[config.mk]
export PLATFORM = sky130hd
export DESIGN_NAME = market_gen_mc
export DESIGN_NICKNAME = d
export VERILOG_FILES = /design/src/rtl/market_pkg.sv /design/src/rtl/price_walker.sv /design/src/rtl/market_gen_mc.sv
export SDC_FILE = /design/constraint.sdc
export NUM_CORES = 1
export LEC_CHECK = 0
export BUFFER_PORTS_ARGS = -buffer_cell sky130_fd_sc_hd__buf_2
export CAP_MARGIN = 10
export CORE_UTILIZATION = 60
export DETAILED_ROUTE_END_ITERATION = 6
export MAX_ROUTING_LAYER = met4
export PLACE_DENSITY = 0.77
export SETUP_SLACK_MARGIN = 0.3
export SLEW_MARGIN = 20
export SYNTH_ARGS = -nofsm -noshare
export SYNTH_HDL_FRONTEND = slang
export SYNTH_HIERARCHICAL = 1
export SYNTH_SLANG_ARGS = --single-unit
[constraint.sdc]
create_clock -name clk -period 5.2 [get_ports clk]
set_input_delay 0.26 -clock clk [delete_from_list [all_inputs] [get_ports clk]]
set_output_delay 0.26 -clock clk [all_outputs]
set_load 0.02 [all_outputs]
[src/rtl/market_pkg.sv]
// Shared types and LFSR helper for the multi-channel market data generator.
package market_pkg;

    // Per-tick channel behaviour; encoding 2'd3 is reserved and treated as HOLD.
    typedef enum logic [1:0] {
        WALK = 2'd0,
        RAMP = 2'd1,
        HOLD = 2'd2
    } mode_e;

    // Output sequencer states: waiting for a tick, or streaming one burst.
    typedef enum logic {
        IDLE  = 1'b0,
        DRAIN = 1'b1
    } state_e;

    // Feedback taps at bits 31, 21, 1 and 0.
    localparam logic [31:0] LFSR_TAPS = 32'h8020_0003;

    // One Fibonacci step: shift left, feedback parity enters at bit 0.
    function automatic logic [31:0] lfsr_next(input logic [31:0] s);
        return {s[30:0], ^(s & LFSR_TAPS)};
    endfunction

endpackage

[src/rtl/price_walker.sv]
// One price channel: owns its LFSR and price register, updated only on upd_i.
module price_walker
    import market_pkg::*;
#(
    parameter int          PRICE_W    = 16,
    parameter int          MAX_STEP   = 7,
    parameter int          PRICE_MIN  = 100,
    parameter int          PRICE_MAX  = 60000,
    parameter int          PRICE_INIT = 1000,
    parameter logic [31:0] LFSR_INIT  = 32'hABCDE123
) (
    input  logic               clk,
    input  logic               rst_n,
    input  logic               upd_i,
    input  logic [1:0]         mode_i,
    output logic [PRICE_W-1:0] price_o
);

    // Two guard bits so a negative step or an overshoot is visible before clamping.
    localparam int SUM_W = PRICE_W + 2;

    logic [31:0]             lfsr_q, lfsr_d;
    logic [PRICE_W-1:0]      price_q, price_d;
    logic [3:0]              mag;
    logic signed [SUM_W-1:0] walk_sum;
    logic [SUM_W-1:0]        ramp_sum;

    // Next price and LFSR for whichever mode is active on this tick.
    always_comb begin
        mag      = 4'(32'(lfsr_q[3:0]) % 32'(MAX_STEP + 1));
        walk_sum = $signed({2'b00, price_q})
                 + (lfsr_q[0] ? $signed(SUM_W'(mag)) : -$signed(SUM_W'(mag)));
        ramp_sum = {2'b00, price_q} + SUM_W'(MAX_STEP);
        price_d  = price_q;
        lfsr_d   = lfsr_q;
        case (mode_i)
            WALK: begin
                lfsr_d = lfsr_next(lfsr_q);
                if (walk_sum < $signed(SUM_W'(PRICE_MIN)))
                    price_d = PRICE_W'(PRICE_MIN);
                else if (walk_sum > $signed(SUM_W'(PRICE_MAX)))
                    price_d = PRICE_W'(PRICE_MAX);
                else
                    price_d = walk_sum[PRICE_W-1:0];
            end
            RAMP: begin
                if (ramp_sum > SUM_W'(PRICE_MAX))
                    price_d = PRICE_W'(PRICE_MIN);
                else
                    price_d = ramp_sum[PRICE_W-1:0];
            end
            default: ;
        endcase
    end

    // Channel state only moves on an accepted market tick.
    always_ff @(posedge clk or negedge rst_n) begin
        if (!rst_n) begin
            lfsr_q  <= LFSR_INIT;
            price_q <= PRICE_W'(PRICE_INIT);
        end else if (upd_i) begin
            lfsr_q  <= lfsr_d;
            price_q <= price_d;
        end
    end

    assign price_o = price_q;

endmodule

[src/rtl/market_gen_mc.sv]
// Multi-channel synthetic market source: tick divider, channel bank, burst streamer.
module market_gen_mc
    import market_pkg::*;
#(
    parameter int          NUM_CH     = 4,
    parameter int          PRICE_W    = 16,
    parameter int          CLK_DIV    = 100000,
    parameter int          MAX_STEP   = 7,
    parameter int          PRICE_MIN  = 100,
    parameter int          PRICE_MAX  = 60000,
    parameter int          PRICE_INIT = 1000,
    parameter logic [31:0] SEED       = 32'hABCDE123,
    localparam int         CH_W       = (NUM_CH > 1) ? $clog2(NUM_CH) : 1
) (
    input  logic               clk,
    input  logic               rst_n,
    input  logic               enable_i,
    input  logic [1:0]         mode_i,
    input  logic               ready_i,
    output logic               valid_o,
    output logic [CH_W-1:0]    ch_id_o,
    output logic [PRICE_W-1:0] price_o,
    output logic [15:0]        seq_o,
    output logic [15:0]        drop_cnt_o,
    output logic               busy_o
);

    localparam int CNT_W = $clog2(CLK_DIV);

    logic [CNT_W-1:0]   cnt_q, cnt_d;
    logic [15:0]        drop_q, drop_d;
    logic               tick, upd;
    state_e             state_q;
    logic               valid_q;
    logic [CH_W-1:0]    ch_q, ch_nxt;
    logic [PRICE_W-1:0] price_q;
    logic [15:0]        seq_q;
    logic [PRICE_W-1:0] ch_price [NUM_CH];

    assign tick   = enable_i && (cnt_q == CNT_W'(CLK_DIV - 1));
    // Channels only move when no burst is outstanding, so a burst is a consistent snapshot.
    assign upd    = tick && (state_q == IDLE);
    assign ch_nxt = ch_q + CH_W'(1);

    // Tick divider next state and saturating count of ticks lost to an outstanding burst.
    always_comb begin
        cnt_d = cnt_q;
        if (enable_i)
            cnt_d = tick ? '0 : cnt_q + CNT_W'(1);
        drop_d = drop_q;
        if (tick && (state_q == DRAIN) && (drop_q != 16'hFFFF))
            drop_d = drop_q + 16'd1;
    end

    // Divider and drop counter registers.
    always_ff @(posedge clk or negedge rst_n) begin
        if (!rst_n) begin
            cnt_q  <= '0;
            drop_q <= '0;
        end else begin
            cnt_q  <= cnt_d;
            drop_q <= drop_d;
        end
    end

    generate
        for (genvar gi = 0; gi < NUM_CH; gi++) begin : g_ch
            price_walker #(
                .PRICE_W   (PRICE_W),
                .MAX_STEP  (MAX_STEP),
                .PRICE_MIN (PRICE_MIN),
                .PRICE_MAX (PRICE_MAX),
                .PRICE_INIT(PRICE_INIT),
                .LFSR_INIT (SEED ^ (32'(gi) << 8))
            ) u_walker (
                .clk    (clk),
                .rst_n  (rst_n),
                .upd_i  (upd),
                .mode_i (mode_i),
                .price_o(ch_price[gi])
            );
        end
    endgenerate

    // Burst streamer: one idle beat after the tick, then channel 0..NUM_CH-1, one per accept.
    always_ff @(posedge clk or negedge rst_n) begin
        if (!rst_n) begin
            state_q <= IDLE;
            valid_q <= 1'b0;
            ch_q    <= '0;
            price_q <= '0;
            seq_q   <= '0;
        end else begin
            case (state_q)
                IDLE: begin
                    if (tick)
                        state_q <= DRAIN;
                end
                DRAIN: begin
                    if (!valid_q) begin
                        valid_q <= 1'b1;
                        ch_q    <= '0;
                        price_q <= ch_price[0];
                    end else if (ready_i) begin
                        if (ch_q == CH_W'(NUM_CH - 1)) begin
                            valid_q <= 1'b0;
                            seq_q   <= seq_q + 16'd1;
                            state_q <= IDLE;
                        end else begin
                            ch_q    <= ch_nxt;
                            price_q <= ch_price[ch_nxt];
                        end
                    end
                end
                default: state_q <= IDLE;
            endcase
        end
    end

    assign valid_o    = valid_q;
    assign ch_id_o    = ch_q;
    assign price_o    = price_q;
    assign seq_o      = seq_q;
    assign drop_cnt_o = drop_q;
    assign busy_o     = (state_q == DRAIN);

endmodule

==> Word-level counts from Yosys, hierarchy flattened <==
Index checks and enable logic that the tools add are counted.
{ "word_totals": {"regBits": 261, "latch_bits": 0, "ramBits": 0, "rom_bits": 0, "inputBits": 6, "output_inout_bits": 52, "word_cells": 101, "n_memories": 0} }
{ "classes": {"n_addsub": 16, "n_mul": 0, "n_div": 0, "n_lt_le_gt_ge": 13, "n_eq_ne": 6, "n_shift": 0, "muxes": 35, "bitwise_logic": 2, "reduce_logical": 14} }
{ "op_table": {"columns": ["op", "count"], "rows": [
  ["$mux W16", 17],
  ["$pmux W16 S2", 4],
  ["$reduce_xor A32 Y1", 4],
  ["$add A17 B18 Y18", 4],
  ["$gt A18 B16 Y1 const B", 4],
  ["$gt A18 B17 Y1 const B", 4],
  ["$lt A18 B8 Y1 const B", 4],
  ["$mux W18", 4],
  ["$neg A3 Y18", 4],
  ["$add A16 B3 Y17 const B", 4],
  ["$add A16 B1 Y16 const B", 2],
  ["$bmux W16 S2", 1],
  ["$add A17 B1 Y17 const B", 1],
  ["$eq A17 B17 Y1 const B", 1],
  ["$mux W17", 1],
  ["$ne A16 B16 Y1 const B", 1],
  ["$mux W2", 3],
  ["$logic_and A1 B1 Y1", 4],
  ["$mux W1", 4],
  ["$ne A2 B2 Y1 const B", 2],
  ["$reduce_and A2 Y1", 2],
  ["$reduce_and A4 Y1", 1],
  ["$ge A3 B3 Y1 const B", 1],
  ["$not A2 Y3", 1],
  ["other kinds (8)", 8]
]} }

==> Longest topological paths before layout <==
{ "depth": {"word_depth": 8, "ltp_mapped": 16, "depth_no_buf": 14} }

==> Modules after synthesis <==
The synthesis kept the hierarchy.
{ "modules_own_cells": {"columns": ["module", "instances", "cells_per_inst", "area_each_um2"], "rows": [
  ["price_walker (g_ch[3].u_walker)", 1, 465, 4110.2],
  ["price_walker (g_ch[2].u_walker)", 1, 419, 3913.8],
  ["price_walker (g_ch[0].u_walker)", 1, 419, 3912.5],
  ["price_walker (g_ch[1].u_walker)", 1, 474, 3804.9],
  ["market_gen_mc", 1, 348, 3445.8]
]} }

==> Worst setup path before layout <==
No wires, ideal clock.
{ "synth_timing": {"path_type": "flip-flop to flip-flop", "startpoint": "reg g_ch[2].u_walker.lfsr_q[0]", "endpoint": "reg g_ch[2].u_walker.price_q[4]", "setup_time_ns": 0.126, "arrival_time_ns": 3.935, "slack_ns": 1.139, "stages_incl_launch_ff": 15, "path_buffers": 0, "path_cell_list": "dfstp_2 inv_1 ha_1 ha_1 nor2_1 ha_1 and3_1 and2_1 or3_1 a221oi_2 o221ai_2 o41ai_2 nand2b_2 nor3_4 a221o_1"} }
{ "synth_via": {"elab_chain_len": 7, "elab_cells_between_ends": 8, "classes_between": "add/sub (2); order compare (2); mux (4)"} }
{ "synth_lines": {"columns": ["item", "line_no", "text"], "rows": [
  ["start: declaration", "price_walker.sv:22", "logic [31:0] lfsr_q, lfsr_d;"],
  ["start signal: assignment", "price_walker.sv:62", "lfsr_q <= lfsr_d;"],
  ["$neg A3 Y18", "price_walker.sv:32", "+ (lfsr_q[0] ? $signed(SUM_W'(mag)) : -$signed(SUM_W'(mag)));"],
  ["$mux W18 *", "price_walker.sv:32", null],
  ["$add A17 B18 Y18 *", "price_walker.sv:32", null],
  ["$gt A18 B17 Y1", "price_walker.sv:41", "else if (walk_sum > $signed(SUM_W'(PRICE_MAX)))"],
  ["$mux W16", "price_walker.sv:41", null],
  ["$mux W16 *", "price_walker.sv:39", "if (walk_sum < $signed(SUM_W'(PRICE_MIN)))"],
  ["$pmux W16 S2 *", "price_walker.sv:36", "case (mode_i)"],
  ["end signal: assignment", "price_walker.sv:60", "price_q <= PRICE_W'(PRICE_INIT);"],
  ["end signal: assignment", "price_walker.sv:63", "price_q <= price_d;"],
  ["end: declaration", "price_walker.sv:23", "logic [PRICE_W-1:0] price_q, price_d;"]
]} }
Mark *: on every way between the ends. The rest lies on a longest branch, timed or not.
A chain may end at the register's enable or synchronous reset.

==> Worst setup path in the final report <==
{ "layout_timing": {"startpoint": "reg g_ch[3].u_walker.lfsr_q[0]", "endpoint": "reg g_ch[3].u_walker.price_q[10]"} }
{ "layout_via": {"elab_chain_len": 7, "elab_cells_between_ends": 8, "classes_between": "add/sub (2); order compare (2); mux (4)"} }
{ "layout_lines": {"columns": ["item", "line_no"], "rows": [
  ["start: declaration", "price_walker.sv:22"],
  ["start signal: assignment", "price_walker.sv:62"],
  ["$neg A3 Y18", "price_walker.sv:32"],
  ["$mux W18 *", "price_walker.sv:32"],
  ["$add A17 B18 Y18 *", "price_walker.sv:32"],
  ["$gt A18 B17 Y1", "price_walker.sv:41"],
  ["$mux W16", "price_walker.sv:41"],
  ["$mux W16 *", "price_walker.sv:39"],
  ["$pmux W16 S2 *", "price_walker.sv:36"],
  ["end signal: assignment", "price_walker.sv:60"],
  ["end signal: assignment", "price_walker.sv:63"],
  ["end: declaration", "price_walker.sv:23"]
]} }
Marked as above.

==> impl_metrics.ini <==
[sta]
fin_ws_ns = 0.668
fin_skew_ns = 0.0121
hold_viol_final = 0
fmax_mhz = 221
slew_headroom_pct = 31.5
setup_viol = 0
worst_slew_pin_slew_ns = 1.03
finalMaxSlewViolations = 0
fin_crit_sh_pct = 87.2
period_needed_ns = 4.53
rsz0062_at_grt = false
tns_ns = 0

[critical_path]
regToRegSetupSlack_ns = 0.67
start_kind = flip-flop
cpPeakStageDelay_ns = 0.62
crit_required_ns = 5.64
reg2reg_from = g_ch[3].u_walker/lfsr_q[0]$_DFFE_PN1P_
critical_path_class = reg -> reg
r2r_end = g_ch[3].u_walker/price_o[10]$_DFFE_PN0P_
rr_worst_depth = 14
cp.arrival_ns = 4.97
critPathCaptureType = flip-flop
critPathSlowestCell = dfstp_2
crit_path_max_fanout = 12
cp_top_family = compound AO/OA/AOI/OAI gates
path_cells = inv_1, ha_1, ha_1, nor2_2, ha_1, nand3_1, nor2_1, a21oi_1, a31oi_1, a211oi_1, a31oi_1, a311oi_2, a21oi_4, a221o_1
crit_buf_inv = 1
crit_top_cell = ha_1

[die]
die_area_mm2 = 0.0327
core_region_area_mm2 = 0.0315
die_height_um = 181
row_count = 65
floorplan.initialDensity_pct = 61.0
die_w_um = 181
ios = 58

[clocking]
cts.sinks = 261
cts_buffer_depth = 3
clock_latency_ns = 0.55
cts_htree_levels = 1
postCtsSetupBuffers = 0
cts_tree = yes
cts_buffers = 29
clk_pin_slew_ns = 0.06
root_buffer = clkbuf_16

[synthesis]
synth_top_area_share_pct = 22.0
syn_area_per_cell_um2 = 9.03
async_flop_share_pct = 100
synthesis.nets = 2227
yosysSeqAreaShare_pct = 34.6
ys_ff_latch = 261
synth_cell_types = 120
synthFlopType = dfrtp_1
syn_area_mm2 = 0.0192
ys_warn_count = 6
syn_inst = 2125
yosysTopAreaCell = dfrtp_1
synth_edf_count = 0
synthTopCellsByArea = dfrtp_1, dfstp_2, mux2_2

[cells_and_area]
layout.nets = 2240
drive_gt1_share_pct = 19.6
area_delta_synth_final_pct = 7.76
final_common_cell = nand2_1
diodes = 0
postLayoutCellArea_mm2 = 0.0207
utilization_pct = 65.7
layout_common_cells = nand2_1, dfrtp_1, nor2_1, o21ai_0, mux2_2

[global_routing]
track_usage_pct = 30.4
grt_first_pass_wirelength_um = 80200
gr-total-overflow = 0
grt_pass1_vias = 15800
grt_max_degree = 90
antenna_found_initial = 0

[placement]
dp_hpwl_um = 35500
placement.setup.worst_slack_ns = 0.618
portBuffers = 57
dpl-instance-area_mm2 = 0.0197
gp_congestion = 0.971

[run]
drv_cap = 0

[status]
status = complete, no violations

[routing]
viasPerCell = 6.56
dr.pass1.iters = 5
ant_nets = 0
drc = 0
drt-initial-drc-count = 1733
dr_total_vias = 16800
avgRoutedWirePerCell_um = 19.0
wl_um = 48700

[hold_path]
hp-start = ready_i
min_path_cells = 3
whs_endpoint = seq_o[0]$_DFFE_PN0P_
hp-class = in -> reg

[power]
power_density_mw_per_mm2 = 208
vdd_drop_max_uv = 261
leakage_nw = 9.16
-- logic make-up after synthesis --
| kind of cell | synth area share (%) |
|---|---|
| simple gates | 20.5 |
| fa+ha+maj | 6.42 |
| buf+inv | 3.81 |
| compound gates | 23.0 |
| xor+xnor | 4.55 |
| flops | 34.6 |
| mux | 7.02 |
-- sequential cells by signal, indices dropped and copies added (netlist names) --
name,count
g_ch.u_walker/lfsr_q,128
g_ch.u_walker/price_o,64
cnt_q,17
drop_cnt_o,16
price_o,16
seq_o,16
ch_id_o,2
busy_o,1
valid_o,1
-- worst register-to-register path, cell delays in order, from the launching register on --
cell	delay [ns]
dfstp_2	0.62
inv_1	0.10
ha_1	0.22
ha_1	0.22
nor2_2	0.34
ha_1	0.45
nand3_1	0.18
nor2_1	0.06
a21oi_1	0.48
a31oi_1	0.19
a211oi_1	0.42
a31oi_1	0.16
a311oi_2	0.45
a21oi_4	0.17
a221o_1	0.36
-- how the worst max path moves through the flow --
stage | from | to | slack (ns) | depth (start not counted)
final | g_ch[3].u_walker/lfsr_q[0]$_DFFE_PN1P_ | g_ch[3].u_walker/price_o[10]$_DFFE_PN0P_ | 0.67 | 14
after global routing | g_ch[3].u_walker/lfsr_q[0]$_DFFE_PN1P_ | g_ch[3].u_walker/price_o[10]$_DFFE_PN0P_ | 0.44 | 14
after detailed placement | g_ch[3].u_walker/lfsr_q[0]$_DFFE_PN1P_ | g_ch[3].u_walker/price_o[10]$_DFFE_PN0P_ | 0.62 | 14
after global placement | g_ch[3].u_walker/lfsr_q[0]$_DFFE_PN1P_ | g_ch[3].u_walker/price_o[10]$_DFFE_PN0P_ | 0.70 | 14
after CTS | g_ch[3].u_walker/lfsr_q[0]$_DFFE_PN1P_ | g_ch[3].u_walker/price_o[10]$_DFFE_PN0P_ | 0.58 | 14
after floorplan | g_ch[2].u_walker/lfsr_q[0]$_DFFE_PN1P_ | g_ch[2].u_walker/price_o[4]$_DFFE_PN0P_ | 1.14 | 14
-- layout make-up --
type                    instances  area, µm²
clock buffers                  42        835
well taps                     402        503
clock inverters                12        150
inverters                      72        270
repair buffers                 75        435
fillers                      2544      10800
flip-flops and latches        261       6650
multi-input cells            1699      11800
-- cells in the mapped netlist (12+ instances only) --
cell and count:
xor2_1 29, a21o_1 28, dfstp_2 92, o21ai_1 18, dfrtp_1 169, ha_1 92
nand2_1 261, nand2b_1 18, a211oi_1 24, a31oi_1 25, o211ai_1 17, o21a_1 15
o21ai_0 124, and3_1 30, or3_1 27, xnor2_1 67, and4_1 17, inv_1 71
mux2_2 109, mux2i_1 12, and2_1 13, buf_2 25, a21oi_1 108, o22ai_1 19
clkbuf_1 53, nand4_1 40, a221o_1 25, nor2b_1 18, nor2_1 144, nand3_1 67
nor3_1 53, nor4_1 22
-- metal layers --
| metal | share of wire, % | global-route usage [%] | vias to the layer above |
|---|---|---|---|
| met5 | 0 | - | - |
| met4 | 3.0 | 9.98 | 0 |
| met3 | 5.6 | 3.27 | 121 |
| met2 | 46 | 47.4 | 600 |
| met1 | 46 | 41.6 | 8109 |
| li1 | - | - | 7982 |
-- timing repair --
item / in CTS / in global routing
setup endpoints to repair: 0 / 3
hold buffers: 2 / 0
endpoints found under the hold margin: 65 / 0
resized for setup: 0 / 1
-- metrics by stage --
step	cells	hold slack [ns]	power, mW
after floorplan	2125	-0.0356	2.16
after global placement	2507	0.297	2.22
after detailed placement	2507	0.294	2.23
after CTS	2563	0.113	4.35
after global routing	2563	0.133	4.44
final	2563	0.125	4.30
-- power by group --
part | switching [mW] | leakage [nW] | total, mW | internal (mW)
Combinational | 0.0849 | 5.44 | 0.118 | 0.0332
Clock | 0.839 | 0.488 | 2.10 | 1.26
Sequential | 0.0205 | 3.24 | 2.07 | 2.05
Total | 0.944 | 9.16 | 4.30 | 3.35
Power figures use the tool's default switching activity.
